===== config.mk =====
export PLATFORM = sky130hd
export DESIGN_NAME = step_sequencer
export DESIGN_NICKNAME = d
export VERILOG_FILES = /design/src/rtl/step_sequencer_pkg.sv /design/src/rtl/enabled_decoder_three.sv /design/src/rtl/step_sequencer.sv
export SDC_FILE = /design/constraint.sdc
export NUM_CORES = 1
export LEC_CHECK = 0
export CAP_MARGIN = 20
export CORE_ASPECT_RATIO = 1.1
export CORE_MARGIN = 1
export CORE_UTILIZATION = 51
export CTS_BUF_LIST = sky130_fd_sc_hd__clkbuf_2 sky130_fd_sc_hd__clkbuf_4 sky130_fd_sc_hd__clkbuf_8
export DETAILED_ROUTE_END_ITERATION = 12
export GPL_TIMING_DRIVEN = 0
export HOLD_SLACK_MARGIN = 0.02
export PLACE_DENSITY_LB_ADDON = 0.3
export SLEW_MARGIN = 20
export SYNTH_ARGS = -nofsm -noshare
export SYNTH_HDL_FRONTEND = slang
export SYNTH_SLANG_ARGS = --single-unit

===== constraint.sdc =====
create_clock -name clk -period 3.5 [get_ports clk]
set_input_delay 0.7 -clock clk [delete_from_list [all_inputs] [get_ports clk]]
set_output_delay 0.7 -clock clk [all_outputs]
set_load 0.02 [all_outputs]

===== src/rtl/step_sequencer_pkg.sv =====
// Shared control definitions for the instruction step sequencer.
package step_sequencer_pkg;

   typedef enum logic [1:0] {
      IDLE   = 2'd0,
      RUN    = 2'd1,
      HALTED = 2'd2
   } state_t;

   localparam int unsigned STEP_W_DEF = 3;
   localparam int unsigned CNT_W_DEF  = 16;

endpackage


===== src/rtl/enabled_decoder_three.sv =====
// Enabled 3:8 decoder producing one-hot T-states; all-zero when disabled.
module enabled_decoder_three (
   input  logic       en,
   input  logic [2:0] sel,
   output logic [7:0] y
);

   always_comb begin
      y = '0;
      if (en) y[sel] = 1'b1;
   end

endmodule


===== src/rtl/step_sequencer.sv =====
// Instruction timing-step generator: counts 0..last_step, with single-step, restart, halt at boundary.
module step_sequencer
   import step_sequencer_pkg::*;
#(
   parameter int unsigned STEP_W = STEP_W_DEF,
   parameter int unsigned CNT_W  = CNT_W_DEF
) (
   input  logic                   clk,
   input  logic                   reset,
   input  logic                   run,
   input  logic                   single_step,
   input  logic                   step_req,
   input  logic                   restart,
   input  logic                   halt,
   input  logic [STEP_W-1:0]      last_step,
   output logic [STEP_W-1:0]      step,
   output logic                   step_en,
   output logic [(2**STEP_W)-1:0] t_state,
   output logic                   instr_done,
   output logic                   halted,
   output logic [CNT_W-1:0]       instr_count
);

   localparam int unsigned NT = 2**STEP_W;

   state_t state;
   logic   halt_pending;
   logic   advance;
   logic   boundary;

   always_comb begin
      advance  = single_step ? step_req : 1'b1;
      boundary = restart | (advance & (step == last_step));
   end

   always_ff @(posedge clk) begin
      if (reset) begin
         state        <= IDLE;
         step         <= '0;
         step_en      <= 1'b0;
         instr_done   <= 1'b0;
         halted       <= 1'b0;
         instr_count  <= '0;
         halt_pending <= 1'b0;
      end else begin
         instr_done <= 1'b0;
         unique case (state)
            IDLE: begin
               step <= '0;
               if (halt) halt_pending <= 1'b1;
               if (run) begin
                  state   <= RUN;
                  step_en <= 1'b1;
               end
            end
            RUN: begin
               if (!run) begin
                  // Abort: pending halt survives for the next run.
                  state   <= IDLE;
                  step    <= '0;
                  step_en <= 1'b0;
                  if (halt) halt_pending <= 1'b1;
               end else if (boundary) begin
                  step       <= '0;
                  instr_done <= 1'b1;
                  if (instr_count != '1) instr_count <= instr_count + 1'b1;
                  if (halt_pending || halt) begin
                     state        <= HALTED;
                     step_en      <= 1'b0;
                     halted       <= 1'b1;
                     halt_pending <= 1'b0;
                  end
               end else begin
                  if (advance) step <= step + 1'b1;
                  if (halt) halt_pending <= 1'b1;
               end
            end
            HALTED: begin
               step    <= '0;
               step_en <= 1'b0;
               halted  <= 1'b1;
            end
            default: begin
               state   <= IDLE;
               step    <= '0;
               step_en <= 1'b0;
            end
         endcase
      end
   end

   generate
      if (STEP_W == 3) begin : g_dec3
         enabled_decoder_three u_dec (
            .en  (step_en),
            .sel (step),
            .y   (t_state)
         );
      end else begin : g_decn
         always_comb t_state = step_en ? (NT'(1) << step) : '0;
      end
   endgenerate

endmodule


==> impl_metrics.toml, run 1 <==
[status]
status = "complete, no violations"

[clocking]
cts.repair.resized = 0
cts_buffer_depth = 2
cts.sinks = 25
clkTransAtPathRegs_ns = 0.12
postCtsHoldBufs = 0
root_buffer = "clkbuf_4"
cts_buffers = 3
cts_tree = "done"
cts_max_level = 1
post-cts-setup-buffers = 0
clkLatencyLatePin_ns = 0.31

[sta]
hold_viol = 0
fmax_mhz = 379
setup_violations = 0
rsz0062_at_grt = "no"
slew_headroom_pct = 62.0
slew_violations = 0
worst_slew_pin_slew_ns = 0.569
period_needed_ns = 2.64
fin_crit_sh_pct = 75.4
setup_tns_ns = 0
fin_worst_skew_ns = 0.0115

[final_layout]
nets = 208
final_cell_mix = "clkdlybuf4s50_1 (39), nor2_1 (28), dfxtp_1 (25)"
layout_commonest_cell = "clkdlybuf4s50_1"
nFillCells = 174
area_growth_pct = 35.7
num_antenna_cells = 0
multi_input_comb_area_sq_um = 728
stdcell_count = 225
ff_latch_area_sq_um = 500
drive_gt1_share_pct = 6.15

[synthesis]
yosysTopAreaCell = "dfxtp_1"
yosys_warnings = 0
ys_ff_latch = 25
yosys.area.top_type_share_pct = 39.0
synth_cell_types = 37
synthTopCellsByArea = "dfxtp_1 (39%), nor2_1 (8.2%), xnor2_1 (6.8%), nand2_1 (3.5%), or4_1 (2.9%)"
synth_area_per_cell_sq_um = 8.44
postSynthCellCount = 152
seq_area_frac_synth_pct = 39.0
synth_area_sq_um = 1280
syn_nets = 164

[power]
cell_internal_pwr_w = 0.000367
switching_share_pct = 23.5
p_leak_nw = 0.588
power_density_nw_per_um2 = 275
comb_power_share_pct = 10.8
power_frac_seq_pct = 61.1
peakVddDrop_v = 0.000334
switchingPower_w = 0.000112
clkPwrFrac_pct = 28.1

[routing]
first_pass_iters = 5
first_iter_violations = 26
vias_per_cell = 5.56
drtAntennaViolNets = 0
wl_per_cell_um = 13.3
post-route-drc-count = 0
wl_um = 3000
vias = 1250

[floorplan]
die_w_um = 49.8
initial_core_util_pct = 55.3
ios = 40
die_area_sq_um = 2720
die_h_um = 54.6
core-area_sq_um = 2320
placementRows = 18

[placement]
dpl.cell_count = 221
portBuffers = 39
routabilityCongestion = 0.826
dp_hpwl_um = 2280

[worst_setup_path]
max_stage_delay_ns = 0.52
cp_max_fo = 8
path_cells = "clkdlybuf4s50_1 > nand3b_1 > or2b_1 > or4_1 > buf_2 > nor3_1 > mux2_1"
path_buf_inv = 2
worstPathArrival_ns = 2.85
critPathKind = "primary input to flip-flop"
end_kind = "flip-flop"
critical_path.top_delay_family = "simple AND/OR/NAND/NOR gates"
cp.required_ns = 3.71
worstSetupStartpointType = "primary input"
crit_slowest_cell = "clkdlybuf4s50_1"

[global_route]
grt_overflow = 0
grt_usage_pct = 23.7
grt_pass1_vias = 1147
grt_pass1_wl_um = 4870
grt_max_degree = 14
antenna_found_initial = 0

[flow_run]
drv_cap = 0

[hold_path]
hold_path_class = "flip-flop to flip-flop"
-- per-layer routing --
metal  wire length (um)  GRT usage, %
met1               1260          26.6
met2               1510          45.5
met3                151          3.89
met4                 76          8.57
met5                  0             0
-- path summary, 6_finish.rpt --
| kind | startpoint | endpoint | slack, ns | depth (start not counted) |
|---|---|---|---|---|
| hold / removal | halted | halted | 0.45 | 2 |
| setup reg to reg | step[1] | instr_count[15] | 1.27 | 6 |
| setup / recovery | run | instr_count[15] | 0.86 | 7 |
| hold reg to reg | halted | halted | 0.45 | 2 |
-- cell families (layout without fill, tap and decap cells) --
logic type / after synthesis / in the layout / share of synthesized area, %
mux: 3 / 3 / 2.44
xor+xnor: 13 / 13 / 9.46
compound gates: 20 / 20 / 11.7
simple gates: 77 / 77 / 31.2
fa+ha+maj: 2 / 2 / 1.95
flops: 25 / 25 / 39.0
buf+inv: 12 / 55 / 4.19
-- synth_stat cells --
cell type and n:
nor4_4 1, a21oi_1 5, buf_2 1, nor2b_1 3
o21ai_0 4, xor2_1 2, o211ai_1 1, nand3b_1 2
nand2_1 12, a211oi_2 1, a2bb2oi_1 1, buf_6 1
a21bo_2 1, o311a_1 1, mux2i_1 2, or4_1 5
xnor2_2 1, inv_1 7, nand2b_1 4, clkbuf_1 3
mux2_1 1, ha_1 2, a2111oi_0 2, dfxtp_1 25
nand3_1 7, or2b_1 1, nand4_1 3, or2_2 1
nor2_1 28, nor4b_1 1, xnor2_1 10, and4_1 2
a21boi_0 1, nor3_1 4, a21o_1 2, a41oi_2 1
nor4_1 3
-- metrics by stage --
| step | cell area (sq um) | setup WS, ns | utilization (%) | hold slack, ns | total power [W] |
|---|---|---|---|---|---|
| after global placement | 1710 | 0.575 | 73.7 | 0.436 | 0.000349 |
| after floorplan | 1280 | 1.20 | - | 0.484 | 0.000326 |
| after CTS | 1740 | 0.890 | 75.0 | 0.456 | 0.000482 |
| after detailed placement | 1710 | 0.558 | 73.7 | 0.437 | 0.000351 |
| final | 1740 | 0.860 | 75.0 | 0.452 | 0.000479 |
| after global routing | 1740 | 0.786 | 75.0 | 0.494 | 0.000500 |
-- power by group through the flow --
| stage | Clock [W] | Combinational [W] | Sequential [W] |
|---|---|---|---|
| after global placement | 0 | 0.0000503 | 0.000299 |
| final | 0.000134 | 0.0000520 | 0.000293 |
| after CTS | 0.000137 | 0.0000519 | 0.000293 |
| after detailed placement | 0 | 0.0000517 | 0.000299 |
| after floorplan | 0 | 0.0000241 | 0.000302 |
| after global routing | 0.000150 | 0.0000566 | 0.000294 |
-- registers in the layout, summed over array words and instances (netlist names) --
name / count
instr_count: 16
step_en: 1
halted: 1
state: 2
instr_done: 1
step: 3
halt_pending: 1
-- layout make-up --
| cell class | count | share of cell area (%) |
|---|---|---|
| flip-flops and latches | 25 | 28.8 |
| repair buffers | 39 | 22.4 |
| well taps | 30 | 2.16 |
| multi-input cells | 115 | 41.8 |
| plain buffers | 5 | 1.58 |
| clock buffers | 4 | 1.73 |
| inverters | 7 | 1.51 |
-- worst reg2reg max path: stages (launching register included) --
cell	delay, ns
dfxtp_1	0.52
xnor2_1	0.18
a41oi_2	0.18
or4_1	0.54
buf_2	0.17
nor3_1	0.19
mux2_1	0.34
No activity file was read; power rests on OpenSTA's default activity.
==> inputs of run 2 (changes only) <==
--- a/config.mk
+++ b/config.mk
@@ -8,7 +8,7 @@
 export CAP_MARGIN = 20
 export CORE_ASPECT_RATIO = 1.1
 export CORE_MARGIN = 1
-export CORE_UTILIZATION = 51
+export CORE_UTILIZATION = 43
 export CTS_BUF_LIST = sky130_fd_sc_hd__clkbuf_2 sky130_fd_sc_hd__clkbuf_4 sky130_fd_sc_hd__clkbuf_8
 export DETAILED_ROUTE_END_ITERATION = 12
 export GPL_TIMING_DRIVEN = 0
==> constraint.sdc (replaced) <==
create_clock -name clk -period 2.4 [get_ports clk]
set_input_delay 0.48 -clock clk [delete_from_list [all_inputs] [get_ports clk]]
set_output_delay 0.48 -clock clk [all_outputs]
set_load 0.02 [all_outputs]
==> run 2 against run 1 <==
Routed wire length fell by 1.9%; total power rose by 44%; via count down 0.88%; hold slack improved by 0.0047 ns; sequential power up 46%; die area up 18%; clock power is 37% higher; core utilization down 12 points; critical path depth unchanged; clock skew shrank 0.0067 ns; critical endpoint unchanged; largest cell class unchanged; largest power group unchanged; highest routed layer unchanged.
==> impl_metrics.toml, run 2 (synthesized netlist as in run 1, its figures left out) <==
[status]
status = "complete, no violations"

[worst_setup_path]
worstSetupStartpointType = "primary input"
cp_max_fo = 8
end_kind = "flip-flop"
critPathKind = "primary input to flip-flop"
worstPathArrival_ns = 2.53
cp.required_ns = 2.62

[final_layout]
regMostFlops = "instr_count"
largest_reg_flops = 16
area_growth_pct = 37.6
nets = 210
stdcell_count = 230
drive_gt1_share_pct = 8.12
layout_commonest_cell = "clkdlybuf4s50_1"
reg_top3 = "instr_count (16), step (3), state (2)"
final_cell_area_sq_um = 1760
final_cell_mix = "clkdlybuf4s50_1 (39), nor2_1 (28), dfxtp_1 (25)"
num_antenna_cells = 0

[power]
switching_share_pct = 24.1
p_leak_nw = 0.596
cell_internal_pwr_w = 0.000523
peakVddDrop_v = 0.000305
power_density_nw_per_um2 = 390
switchingPower_w = 0.000166
power_frac_seq_pct = 62.0
clkPwrFrac_pct = 26.6
comb_power_share_pct = 11.5

[sta]
hold_viol = 0
worst_slew_pin_slew_ns = 0.584
rsz0062_at_grt = "no"
fmax_mhz = 432
slew_headroom_pct = 60.1
fin_worst_skew_ns = 0.00482
setup_violations = 0
fin_crit_sh_pct = 96.4
hold_ws_ns = 0.457
period_needed_ns = 2.31
slew_violations = 0

[clocking]
clkTransAtPathRegs_ns = 0.13
cts.sinks = 25
cts_buffers = 3
cts_buffer_depth = 2
cts_max_level = 1
cts_tree = "done"
clkLatencyLatePin_ns = 0.31
postCtsHoldBufs = 0
root_buffer = "clkbuf_4"

[global_route]
antenna_found_initial = 0
grt_usage_pct = 19.8
grt_max_degree = 15
grt_overflow = 0
grt_pass1_wl_um = 4570
grt_pass1_vias = 1089

[floorplan]
die_w_um = 54.1
die_h_um = 59.3
core-area_sq_um = 2800
ios = 40
die_area_sq_um = 3210
placementRows = 20
initial_core_util_pct = 45.8

[routing]
highest_layer = "met4"
first_iter_violations = 25
wl_um = 2940
first_pass_iters = 4
drtAntennaViolNets = 0
wl_met2_um = 1510
wl_per_cell_um = 12.8
met3_length_um = 103
vias_per_cell = 5.39
vias = 1239
post-route-drc-count = 0
wl_met1_um = 1280

[hold_path]
hold_path_class = "flip-flop to flip-flop"

[placement]
routabilityCongestion = 0.794
dpl.cell_count = 224
dp_hpwl_um = 2280
portBuffers = 39
dpl_cell_area_sq_um = 1710

[flow_run]
drv_cap = 0
run 2: critical path, stage by stage:
cell             delay (ns)
clkdlybuf4s50_1        0.51
nand3b_1               0.24
or2b_1                 0.28
or4_1                  0.38
buf_2                  0.18
nor3_2                 0.12
mux2_1                 0.33
run 2: through the flow:
step / setup TNS (ns) / worst slack (ns) / power (W) / utilization, %
after global routing: 0 / 0.000527 / 0.000717 / 62.9
final: 0 / 0.0870 / 0.000689 / 62.9
after floorplan: 0 / 0.248 / 0.000475 / -
after CTS: 0 / 0.0269 / 0.000690 / 62.1
after detailed placement: -1.78 / -0.304 / 0.000512 / 61.2
after global placement: -1.48 / -0.296 / 0.000509 / 61.2
run 2: worst paths after layout:
path / start / slack [ns] / end / cells past startpoint
min reg2reg: halted / 0.46 / halted / 2
min: halted / 0.46 / halted / 2
max: run / 0.09 / instr_count[15] / 7
max reg2reg: step[1] / 0.22 / instr_count[15] / 6
run 2: cell type report:
class                   count  area [sq um]
flip-flops and latches     25           500
clock buffers               3          22.5
fillers                   252          1040
clock inverters             1          5.00
inverters                   7          26.3
plain buffers               5          27.5
repair buffers             41           405
multi-input cells         115           736
well taps                  33          41.3
run 2: power by group through the flow:
stage / combinational (W) / sequential [W] / clock [W]
floorplan: 0.0000352 / 0.000440 / 0
global placement: 0.0000735 / 0.000436 / 0
detailed placement: 0.0000761 / 0.000436 / 0
finish: 0.0000790 / 0.000427 / 0.000183
CTS: 0.0000765 / 0.000427 / 0.000187
global route: 0.0000855 / 0.000428 / 0.000204
run 2: timing repair:
action	CTS	global route
buffers inserted	0	2
setup endpoints to repair	0	6
gates resized for setup	0	2
run 2: routing by layer:
layer	track usage, %	up-vias
met1	22.5	585
met2	36.2	27
li1	-	623
met4	8.06	0
met3	2.56	4
met5	0	-
==> inputs of run 3 (changes only) <==
==> constraint.sdc (replaced) <==
create_clock -name clk -period 2.4 [get_ports clk]
set_input_delay 0.48 -clock clk [delete_from_list [all_inputs] [get_ports clk]]
set_output_delay 0.48 -clock clk [all_outputs]
set_load 0.1 [all_outputs]
==> run 3 against run 2 <==
Combinational power rose by 44%; highest routed layer unchanged; sequential share of layout area fell by 0.23 points; critical path depth fell by 6; largest cell class unchanged.
==> impl_metrics.toml, run 3 (synthesized netlist as in run 1, its figures left out) <==
[status]
status = "complete, no violations"

[worst_setup_path]
cp_max_fo = 6
max_stage_delay_ns = 1.15
critical_path.top_delay_family = "buffers and inverters"
worstSetupStartpointType = "flip-flop"
cp.required_ns = 1.92
crit_slowest_cell = "clkdlybuf4s50_1"
path_cells = "clkdlybuf4s50_1"
path_buf_inv = 1
worstPathArrival_ns = 1.87
end_kind = "output pin"
critPathKind = "flip-flop to output pin"

[sta]
hold_viol = 0
period_needed_ns = 2.35
worst_slew_pin_slew_ns = 0.975
rsz0062_at_grt = "no"
layout_setup_ws_ns = 0.0452
setup_violations = 0
fin_worst_skew_ns = 0.00326
slew_violations = 0
fmax_mhz = 425
fin_crit_sh_pct = 98.1
slew_headroom_pct = 34.8

[placement]
dpl.cell_count = 224
portBuffers = 39
dpl_cell_area_sq_um = 1790
dp_hpwl_um = 2300
pre_cts_ws_ns = -0.332
routabilityCongestion = 0.767

[routing]
first_pass_iters = 4
vias_per_cell = 5.45
highest_layer = "met4"
first_iter_violations = 37
post-route-drc-count = 0
drtAntennaViolNets = 0
wl_per_cell_um = 13.1
vias = 1253
wl_um = 3010
wl_met1_um = 1280
wl_met2_um = 1570
met3_length_um = 127

[clocking]
clkTransAtPathRegs_ns = 0.13
root_buffer = "clkbuf_4"
cts_max_level = 1
cts_buffers = 3
postCtsHoldBufs = 0
clkLatencyLatePin_ns = 0.32
cts_buffer_depth = 2
cts.sinks = 25
cts_tree = "done"

[flow_run]
drv_cap = 0

[floorplan]
core-area_sq_um = 2800
initial_core_util_pct = 45.8
die_h_um = 59.3
ios = 40
die_w_um = 54.1
placementRows = 20
die_area_sq_um = 3210

[global_route]
grt_pass1_wl_um = 4770
grt_pass1_vias = 1115
antenna_found_initial = 0
grt_overflow = 0
grt_usage_pct = 20.3
grt_max_degree = 15

[final_layout]
num_antenna_cells = 0
final_cell_mix = "clkdlybuf4s50_1 (24), nor2_1 (22), dfxtp_2 (14)"
layout_commonest_cell = "clkdlybuf4s50_1"
final_cell_area_sq_um = 1850
drive_gt1_share_pct = 23.9
reg_top3 = "instr_count (16), step (3), state (2)"
regMostFlops = "instr_count"
nets = 210
largest_reg_flops = 16
area_growth_pct = 44.6
stdcell_count = 230

[power]
p_leak_nw = 0.697
power_density_nw_per_um2 = 393
peakVddDrop_v = 0.000309

[hold_path]
hold_path_class = "flip-flop to flip-flop"
## run 3: changes by cell type in the layout (fill, tap and decap cells not counted), sizes merged
cell	delta
dlygate4sd2	+3
clkdlybuf4s50	-15
clkdlybuf4s15	+8
dlymetal6s2s	+4
## run 3: cell type report
class	count	area (sq um)
plain buffers	5	27.5
clock buffers	3	22.5
clock inverters	1	5.00
fillers	249	948
inverters	7	26.3
multi-input cells	115	788
flip-flops and latches	25	522
well taps	33	41.3
repair buffers	41	422
## run 3: worst paths after layout
| path | from | to | slack [ns] | cells past startpoint |
|---|---|---|---|---|
| min reg2reg | halted | halted | 0.46 | 2 |
| min | halted | halted | 0.46 | 2 |
| max | instr_count[8] | instr_count[8] | 0.05 | 1 |
| max reg2reg | step[0] | instr_count[15] | 0.26 | 7 |
## run 3: what timing repair did
item                       CTS  global route
gates resized for setup     27             6
setup endpoints to repair   11             6
pin swaps                    0             1
buffers inserted             0             2
## run 3: routing by layer
| layer | up-vias | track usage [%] |
|---|---|---|
| li1 | 621 | - |
| met1 | 592 | 23.6 |
| met2 | 35 | 37.0 |
| met3 | 5 | 3.08 |
| met4 | 0 | 6.59 |
| met5 | - | 0 |
## run 3: through the flow
stage	power, W	hold WS (ns)	util, %	setup TNS, ns
after floorplan	0.000510	0.484	-	-0.0131
after global placement	0.000545	0.438	63.8	-1.60
after detailed placement	0.000548	0.446	63.8	-1.92
after CTS	0.000731	0.465	65.0	0
after global routing	0.000752	0.505	66.2	0
final	0.000729	0.457	66.2	0
## run 3: power by group
| group | internal [W] | leakage (nW) | total [W] | switching, W |
|---|---|---|---|---|
| clock network | 0.0000625 | 0.0177 | 0.000188 | 0.000126 |
| logic | 0.0000391 | 0.469 | 0.000114 | 0.0000753 |
| registers | 0.000421 | 0.210 | 0.000426 | 0.00000551 |
